## src/rtl/ex_pkg.sv

```systemverilog
// Shared constants for the execute stage: ALU op codes, branch condition
// codes and the EX/MEM control bundle with its bubble value.
package ex_pkg;

  localparam logic [3:0] ALU_ADD   = 4'd0;
  localparam logic [3:0] ALU_SUB   = 4'd1;
  localparam logic [3:0] ALU_SLL   = 4'd2;
  localparam logic [3:0] ALU_SLT   = 4'd3;
  localparam logic [3:0] ALU_SLTU  = 4'd4;
  localparam logic [3:0] ALU_XOR   = 4'd5;
  localparam logic [3:0] ALU_SRL   = 4'd6;
  localparam logic [3:0] ALU_SRA   = 4'd7;
  localparam logic [3:0] ALU_OR    = 4'd8;
  localparam logic [3:0] ALU_AND   = 4'd9;
  localparam logic [3:0] ALU_PASSB = 4'd10;

  localparam logic [3:0] BR_BEQ  = 4'd0;
  localparam logic [3:0] BR_BNE  = 4'd1;
  localparam logic [3:0] BR_BLT  = 4'd4;
  localparam logic [3:0] BR_BGE  = 4'd5;
  localparam logic [3:0] BR_BLTU = 4'd6;
  localparam logic [3:0] BR_BGEU = 4'd7;

  typedef struct packed {
    logic memread;
    logic memtoreg;
    logic memwrite;
    logic regwrite;
  } ctrl_t;

  localparam ctrl_t CTRL_BUBBLE = '0;

endpackage

```

## src/rtl/ex_alu.sv

```systemverilog
// Combinational ALU with compare flags used for branch resolution.
module ex_alu
  import ex_pkg::*;
#(
  parameter int XLEN = 32
) (
  input  logic [XLEN-1:0] a,
  input  logic [XLEN-1:0] b,
  input  logic [3:0]      aluop,
  output logic [XLEN-1:0] result,
  output logic            eq,
  output logic            lt,
  output logic            ltu
);

  logic [4:0] w_shamt;

  assign w_shamt = b[4:0];
  assign eq      = (a == b);
  assign lt      = ($signed(a) < $signed(b));
  assign ltu     = (a < b);

  // Operation select; unused codes yield zero
  always_comb begin
    result = '0;
    case (aluop)
      ALU_ADD:   result = a + b;
      ALU_SUB:   result = a - b;
      ALU_SLL:   result = a << w_shamt;
      ALU_SLT:   result = {{(XLEN-1){1'b0}}, lt};
      ALU_SLTU:  result = {{(XLEN-1){1'b0}}, ltu};
      ALU_XOR:   result = a ^ b;
      ALU_SRL:   result = a >> w_shamt;
      ALU_SRA:   result = $signed(a) >>> w_shamt;
      ALU_OR:    result = a | b;
      ALU_AND:   result = a & b;
      ALU_PASSB: result = b;
      default:   result = '0;
    endcase
  end

endmodule

```

## src/rtl/ex_mem_stage.sv

```systemverilog
// Execute stage: operand forwarding, ALU, branch/jump resolution, load-use
// stall detection, EX/MEM pipeline register and saturating perf counters.
module ex_mem_stage
  import ex_pkg::*;
#(
  parameter int XLEN  = 32,
  parameter int CNT_W = 32
) (
  input  logic             clk,
  input  logic             reset,
  input  logic             ID_EX_branch,
  input  logic             ID_EX_memread,
  input  logic             ID_EX_memtoreg,
  input  logic             ID_EX_memwrite,
  input  logic             ID_EX_alusrc,
  input  logic             ID_EX_regwrite,
  input  logic             ID_EX_unconditional_jmp,
  input  logic [3:0]       ID_EX_aluop,
  input  logic [XLEN-1:0]  ID_EX_imme,
  input  logic [XLEN-1:0]  ID_EX_rs1_data,
  input  logic [XLEN-1:0]  ID_EX_rs2_data,
  input  logic [XLEN-1:0]  ID_EX_pc,
  input  logic [4:0]       ID_EX_rs1,
  input  logic [4:0]       ID_EX_rs2,
  input  logic [4:0]       ID_EX_rd,
  input  logic [4:0]       MEM_WB_rd,
  input  logic             MEM_WB_regwrite,
  input  logic [XLEN-1:0]  MEM_WB_result,
  output logic             EX_stall,
  output logic             EX_flush,
  output logic [XLEN-1:0]  EX_target,
  output logic [XLEN-1:0]  EX_MEM_ALU_result,
  output logic [XLEN-1:0]  EX_MEM_rs2_data,
  output logic [4:0]       EX_MEM_rd,
  output logic             EX_MEM_memread,
  output logic             EX_MEM_memtoreg,
  output logic             EX_MEM_memwrite,
  output logic             EX_MEM_regwrite,
  output logic [CNT_W-1:0] stall_count,
  output logic [CNT_W-1:0] flush_count
);

  ctrl_t            r_ctrl;
  logic [XLEN-1:0]  r_alu_result;
  logic [XLEN-1:0]  r_rs2_data;
  logic [4:0]       r_rd;
  logic [CNT_W-1:0] r_stall_cnt;
  logic [CNT_W-1:0] r_flush_cnt;

  logic [XLEN-1:0]  w_fwd_rs1;
  logic [XLEN-1:0]  w_fwd_rs2;
  logic [XLEN-1:0]  w_op_b;
  logic [XLEN-1:0]  w_alu_result;
  logic             w_eq;
  logic             w_lt;
  logic             w_ltu;
  logic             w_br_taken;
  logic [XLEN-1:0]  w_jalr_sum;
  logic [XLEN-1:0]  w_result;
  ctrl_t            w_ctrl_next;

  // Operand forwarding: EX/MEM (non-load) beats MEM/WB; x0 is never forwarded
  always_comb begin
    w_fwd_rs1 = ID_EX_rs1_data;
    if (ID_EX_rs1 != 5'd0) begin
      if (r_ctrl.regwrite && !r_ctrl.memread && (r_rd == ID_EX_rs1))
        w_fwd_rs1 = r_alu_result;
      else if (MEM_WB_regwrite && (MEM_WB_rd == ID_EX_rs1))
        w_fwd_rs1 = MEM_WB_result;
    end
  end

  // Same forwarding priority for rs2
  always_comb begin
    w_fwd_rs2 = ID_EX_rs2_data;
    if (ID_EX_rs2 != 5'd0) begin
      if (r_ctrl.regwrite && !r_ctrl.memread && (r_rd == ID_EX_rs2))
        w_fwd_rs2 = r_alu_result;
      else if (MEM_WB_regwrite && (MEM_WB_rd == ID_EX_rs2))
        w_fwd_rs2 = MEM_WB_result;
    end
  end

  assign w_op_b = ID_EX_alusrc ? ID_EX_imme : w_fwd_rs2;

  ex_alu #(.XLEN(XLEN)) u_alu (
    .a      (w_fwd_rs1),
    .b      (w_op_b),
    .aluop  (ID_EX_aluop),
    .result (w_alu_result),
    .eq     (w_eq),
    .lt     (w_lt),
    .ltu    (w_ltu)
  );

  // Branch condition evaluation from the ALU compare flags
  always_comb begin
    w_br_taken = 1'b0;
    if (ID_EX_branch) begin
      case (ID_EX_aluop)
        BR_BEQ:  w_br_taken = w_eq;
        BR_BNE:  w_br_taken = !w_eq;
        BR_BLT:  w_br_taken = w_lt;
        BR_BGE:  w_br_taken = !w_lt;
        BR_BLTU: w_br_taken = w_ltu;
        BR_BGEU: w_br_taken = !w_ltu;
        default: w_br_taken = 1'b0;
      endcase
    end
  end

  // A load still in EX/MEM cannot feed its consumer until it reaches MEM/WB
  assign EX_stall   = r_ctrl.memread && (r_rd != 5'd0) &&
                      ((r_rd == ID_EX_rs1) || (r_rd == ID_EX_rs2));
  assign EX_flush   = (w_br_taken || ID_EX_unconditional_jmp) && !EX_stall;
  assign w_jalr_sum = w_fwd_rs1 + ID_EX_imme;
  assign EX_target  = (ID_EX_unconditional_jmp && ID_EX_alusrc) ?
                      {w_jalr_sum[XLEN-1:1], 1'b0} : (ID_EX_pc + ID_EX_imme);
  assign w_result   = ID_EX_unconditional_jmp ? (ID_EX_pc + XLEN'(4)) : w_alu_result;

  assign w_ctrl_next = '{memread:  ID_EX_memread,
                         memtoreg: ID_EX_memtoreg,
                         memwrite: ID_EX_memwrite,
                         regwrite: ID_EX_regwrite && (ID_EX_rd != 5'd0)};

  // EX/MEM register: a stall loads a bubble and holds the data fields
  always_ff @(posedge clk or posedge reset) begin
    if (reset) begin
      r_ctrl       <= CTRL_BUBBLE;
      r_alu_result <= '0;
      r_rs2_data   <= '0;
      r_rd         <= '0;
    end else if (EX_stall) begin
      r_ctrl       <= CTRL_BUBBLE;
    end else begin
      r_ctrl       <= w_ctrl_next;
      r_alu_result <= w_result;
      r_rs2_data   <= w_fwd_rs2;
      r_rd         <= ID_EX_rd;
    end
  end

  // Saturating stall and flush event counters
  always_ff @(posedge clk or posedge reset) begin
    if (reset) begin
      r_stall_cnt <= '0;
      r_flush_cnt <= '0;
    end else begin
      if (EX_stall && !(&r_stall_cnt)) r_stall_cnt <= r_stall_cnt + CNT_W'(1);
      if (EX_flush && !(&r_flush_cnt)) r_flush_cnt <= r_flush_cnt + CNT_W'(1);
    end
  end

  assign EX_MEM_ALU_result = r_alu_result;
  assign EX_MEM_rs2_data   = r_rs2_data;
  assign EX_MEM_rd         = r_rd;
  assign EX_MEM_memread    = r_ctrl.memread;
  assign EX_MEM_memtoreg   = r_ctrl.memtoreg;
  assign EX_MEM_memwrite   = r_ctrl.memwrite;
  assign EX_MEM_regwrite   = r_ctrl.regwrite;
  assign stall_count       = r_stall_cnt;
  assign flush_count       = r_flush_cnt;

endmodule

```

## config.mk

```make
export PLATFORM = sky130hd
export DESIGN_NAME = ex_mem_stage
export DESIGN_NICKNAME = d
export VERILOG_FILES = /design/src/rtl/ex_pkg.sv /design/src/rtl/ex_alu.sv /design/src/rtl/ex_mem_stage.sv
export SDC_FILE = /design/constraint.sdc
export NUM_CORES = 1
export LEC_CHECK = 0
export CORE_MARGIN = 1.5
export CORE_UTILIZATION = 35
export DETAILED_ROUTE_END_ITERATION = 10
export MAX_ROUTING_LAYER = met4
export PLACE_DENSITY = 0.56
export SLEW_MARGIN = 5
export SYNTH_ARGS = -nofsm -noshare
export SYNTH_HDL_FRONTEND = slang
export SYNTH_HIERARCHICAL = 1
export SYNTH_SLANG_ARGS = --single-unit
```

## constraint.sdc

```tcl
create_clock -name clk -period 25.6 [get_ports clk]
set_input_delay 5.12 -clock clk [delete_from_list [all_inputs] [get_ports clk]]
set_output_delay 5.12 -clock clk [all_outputs]
set_load 0.05 [all_outputs]
```

==> results.sh <==
export IMPL_timing_final_ws_setup_ps=7170
export IMPL_slowest_stage="clkdlybuf4s50_1"
export IMPL_initial_core_util_pct=35.4
export IMPL_yosys_warnings=6
export IMPL_antenna_found_initial=11
export IMPL_mostFrequentLayoutCell="clkdlybuf4s50_1"
export IMPL_timing_rr_start="EX_MEM_rd[2]"
export IMPL_crit_start="ID_EX_rs2[2]"
export IMPL_track_usage_pct=41.1
export IMPL_final_cell_mix="clkdlybuf4s50_1, nand2_1, nor2_1, a21oi_1, o21ai_0"
export IMPL_skew_ps=16.9
export IMPL_period_minus_slack_ps=18430
export IMPL_grt_max_degree=92
export IMPL_fin_util_pct=44.3
export IMPL_gp_congestion=1.07
export IMPL_max_cap_violations=0
export IMPL_die_w_um=244
export IMPL_synth_seq_cells=137
export IMPL_setup_viol=0
export IMPL_status="complete, no violations"
export IMPL_grt_pass1_wl_um=173000
export IMPL_worstSetupPathType="in -> out"
export IMPL_worst_path_max_fanout=57
export IMPL_ctsLongestPathBuffers=2
export IMPL_numCtsBuffers=17
export IMPL_antenna_left=0
export IMPL_cts_reportedPaths_clkPinSlew_ps=70
export IMPL_cts_tree="built"
export IMPL_worstSkewPairLatency_ps=440
export IMPL_reg2reg_depth=32
export IMPL_leakage_nw=10.5
export IMPL_vias_per_cell=6.45
export IMPL_r2r_slack_ps=16810
export IMPL_relSlewSlack_pct=19.3
export IMPL_ys_types=101
export IMPL_wl_per_cell_um=31.8
export IMPL_max_freq_ghz=0.0543
export IMPL_numPortBuffers=364
export IMPL_grt_pass1_vias=23400
export IMPL_cts_resized=0
export IMPL_drc_errors=0
export IMPL_hold_buffers=0
export IMPL_syn_nets=3174
export IMPL_firstDrtPassIters=8
export IMPL_pre_cts_slack_ps=7540
export IMPL_cts_sinks=137
export IMPL_netlist_area_um2=20400
export IMPL_ys_async_sr_fraction_pct=100
export IMPL_end_kind="output port"
export IMPL_drtIter0Drc=3125
export IMPL_grt_overflow=0
export IMPL_crit_arrival_ps=13310
export IMPL_cp_depth=28
export IMPL_syn_to_final_growth_pct=25.0
export IMPL_slowest_delay_ps=740
export IMPL_synthCells=2813
export IMPL_yosysSeqAreaShare_pct=16.8
export IMPL_setup_tns_ps=0
export IMPL_cp_data_required_time_ps=20480
export IMPL_root_buffer="clkbuf_16"
export IMPL_worst_slew_pin_slew_ps=1200
export IMPL_rows=88
export IMPL_die_area_um2=59700
export IMPL_routed_via_count=25000
export IMPL_r2r_end="flush_count[29]"
export IMPL_startpoint_type="input port"
export IMPL_io_pins=365
export IMPL_vdd_drop_max_uv=65.7
export IMPL_synth_edf_count=0
export IMPL_cp_endpoint="EX_flush"
export IMPL_h_tree_depth=4
export IMPL_slew_violations=0
export IMPL_hold_path_class="reg -> reg"
export IMPL_crit_top_cell="buf_4"
export IMPL_power_density_nw_per_um2=52.3
export IMPL_synth_flop_cell="dfrtp_1"
export IMPL_die_y_um=244
export IMPL_drive_above_1_share_pct=6.90
export IMPL_fillers=5971
export IMPL_cts_setup_buffers=0
export IMPL_place_hpwl_um=98000
export IMPL_cpLargestDelayFamily="compound AO/OA/AOI/OAI gates"
export IMPL_critPathBufInv=7
export IMPL_core_area_um2=57600
export IMPL_rsz0062_at_grt="no"
export IMPL_syn_avg_cell_area_um2=7.24
export IMPL_fin_nets=3451
export IMPL_hold_viol_final=0
export IMPL_period_share_pct=72.0
export IMPL_detail_route_wirelength_um=123000
export IMPL_p_total_mw=1.33
==> through the flow <==
step / hold WS [ps] / instances / instance area (um^2)
3_3_place_gp: 467 / 3836 / 24800
3_5_place_dp: 470 / 3836 / 24800
6_report: 482 / 3875 / 25500
4_1_cts: 485 / 3865 / 25500
2_1_floorplan: 762 / 2813 / 20400
5_1_grt: 506 / 3875 / 25500
==> how the worst min path moves through the flow <==
stage,from,to,slack (ps),depth (start not counted)
3_5_place_dp,EX_MEM_rs2_data[1],EX_MEM_rs2_data[1],470,2
3_3_place_gp,EX_MEM_rs2_data[27],EX_MEM_rs2_data[27],470,2
2_1_floorplan,EX_MEM_rs2_data[0],EX_MEM_rs2_data[0],760,2
6_report,EX_MEM_rs2_data[1],EX_MEM_rs2_data[1],480,2
5_1_grt,EX_MEM_rs2_data[8],EX_MEM_rs2_data[8],510,2
4_1_cts,EX_MEM_rs2_data[1],EX_MEM_rs2_data[1],480,2
==> cells in the mapped netlist (17+ instances only) <==
cell	number	area share, %
a21oi_1	230	5.6
o211ai_1	27	0.99
nor2b_1	21	0.64
nor4_1	18	0.55
dfrtp_1	137	17
a221oi_1	28	1.2
o22a_1	37	1.6
a31oi_1	27	0.83
ha_1	163	10
clkbuf_1	119	2.2
o21ai_0	218	5.4
nand4_1	37	1.1
nor2_1	261	4.8
xor2_1	80	3.4
a22oi_1	22	0.81
mux2_2	18	0.99
nand3_1	84	2.1
a21o_1	45	1.7
nor3_1	52	1.3
a211oi_1	27	0.99
a211o_1	20	0.86
inv_1	124	2.3
buf_1	22	0.41
o21ai_1	51	1.3
and3_1	32	0.98
nand2_1	322	5.9
nand2b_1	17	0.52
xnor2_1	80	3.4
o31ai_1	26	0.96
buf_2	24	0.59
o22ai_1	86	2.6
mux2i_1	68	3.3
mux4_2	21	2.3
and2_1	19	0.58
==> tightest hold or removal path, delay by kind of cell, from the launching register on <==
family           cells  cell delay (ps)
AO/OA/AOI/OAI        1               60
AND/OR/NAND/NOR      1               50
flip-flops           1              340
==> power breakdown <==
group / total, mW / switching [mW] / internal (mW) / leakage (nW)
combinational: 0.791 / 0.534 / 0.257 / 8.46
sequential: 0.272 / 0.0329 / 0.239 / 1.73
clock: 0.270 / 0.0986 / 0.172 / 0.303
==> final cells by class <==
cell class / count / area [um^2] / area share, %
Antenna cell: 10 / 25.0 / 0.0982
Clock buffer: 18 / 429 / 1.68
Clock inverter: 11 / 198 / 0.776
Inverter: 136 / 518 / 2.03
Multi-Input combinational cell: 2360 / 15700 / 61.8
Sequential cell: 137 / 3430 / 13.5
Tap cell: 765 / 957 / 3.76
Timing Repair Buffer: 438 / 4190 / 16.4
==> registers in the layout, summed over array words and instances, names as in the netlist <==
signal / cells
EX_MEM_memread: 1
EX_MEM_rd: 5
stall_count: 32
EX_MEM_ALU_result: 32
EX_MEM_regwrite: 1
flush_count: 32
EX_MEM_rs2_data: 32
EX_MEM_memtoreg: 1
EX_MEM_memwrite: 1
==> cell families after synthesis <==
logic type | Yosys count | synth area share [%]
multiplexers | 114 | 7.04
buffers and inverters | 316 | 6.44
AND/OR/NAND/NOR | 932 | 21.3
XOR/XNOR | 160 | 6.88
adder cells (fa/ha/maj) | 167 | 10.4
flip-flops | 137 | 16.8
AO/OA/AOI/OAI | 987 | 31.1
==> layer usage <==
| metal | vias up | wire [um] | global-route usage [%] |
|---|---|---|---|
| li1 | 10900 | - | - |
| met5 | - | 0 | - |
| met2 | 1595 | 53900 | 62.1 |
| met4 | 0 | 6870 | 19.2 |
| met3 | 283 | 13100 | 9.81 |
| met1 | 12200 | 49200 | 51.5 |
Power figures use the tool's default switching activity.
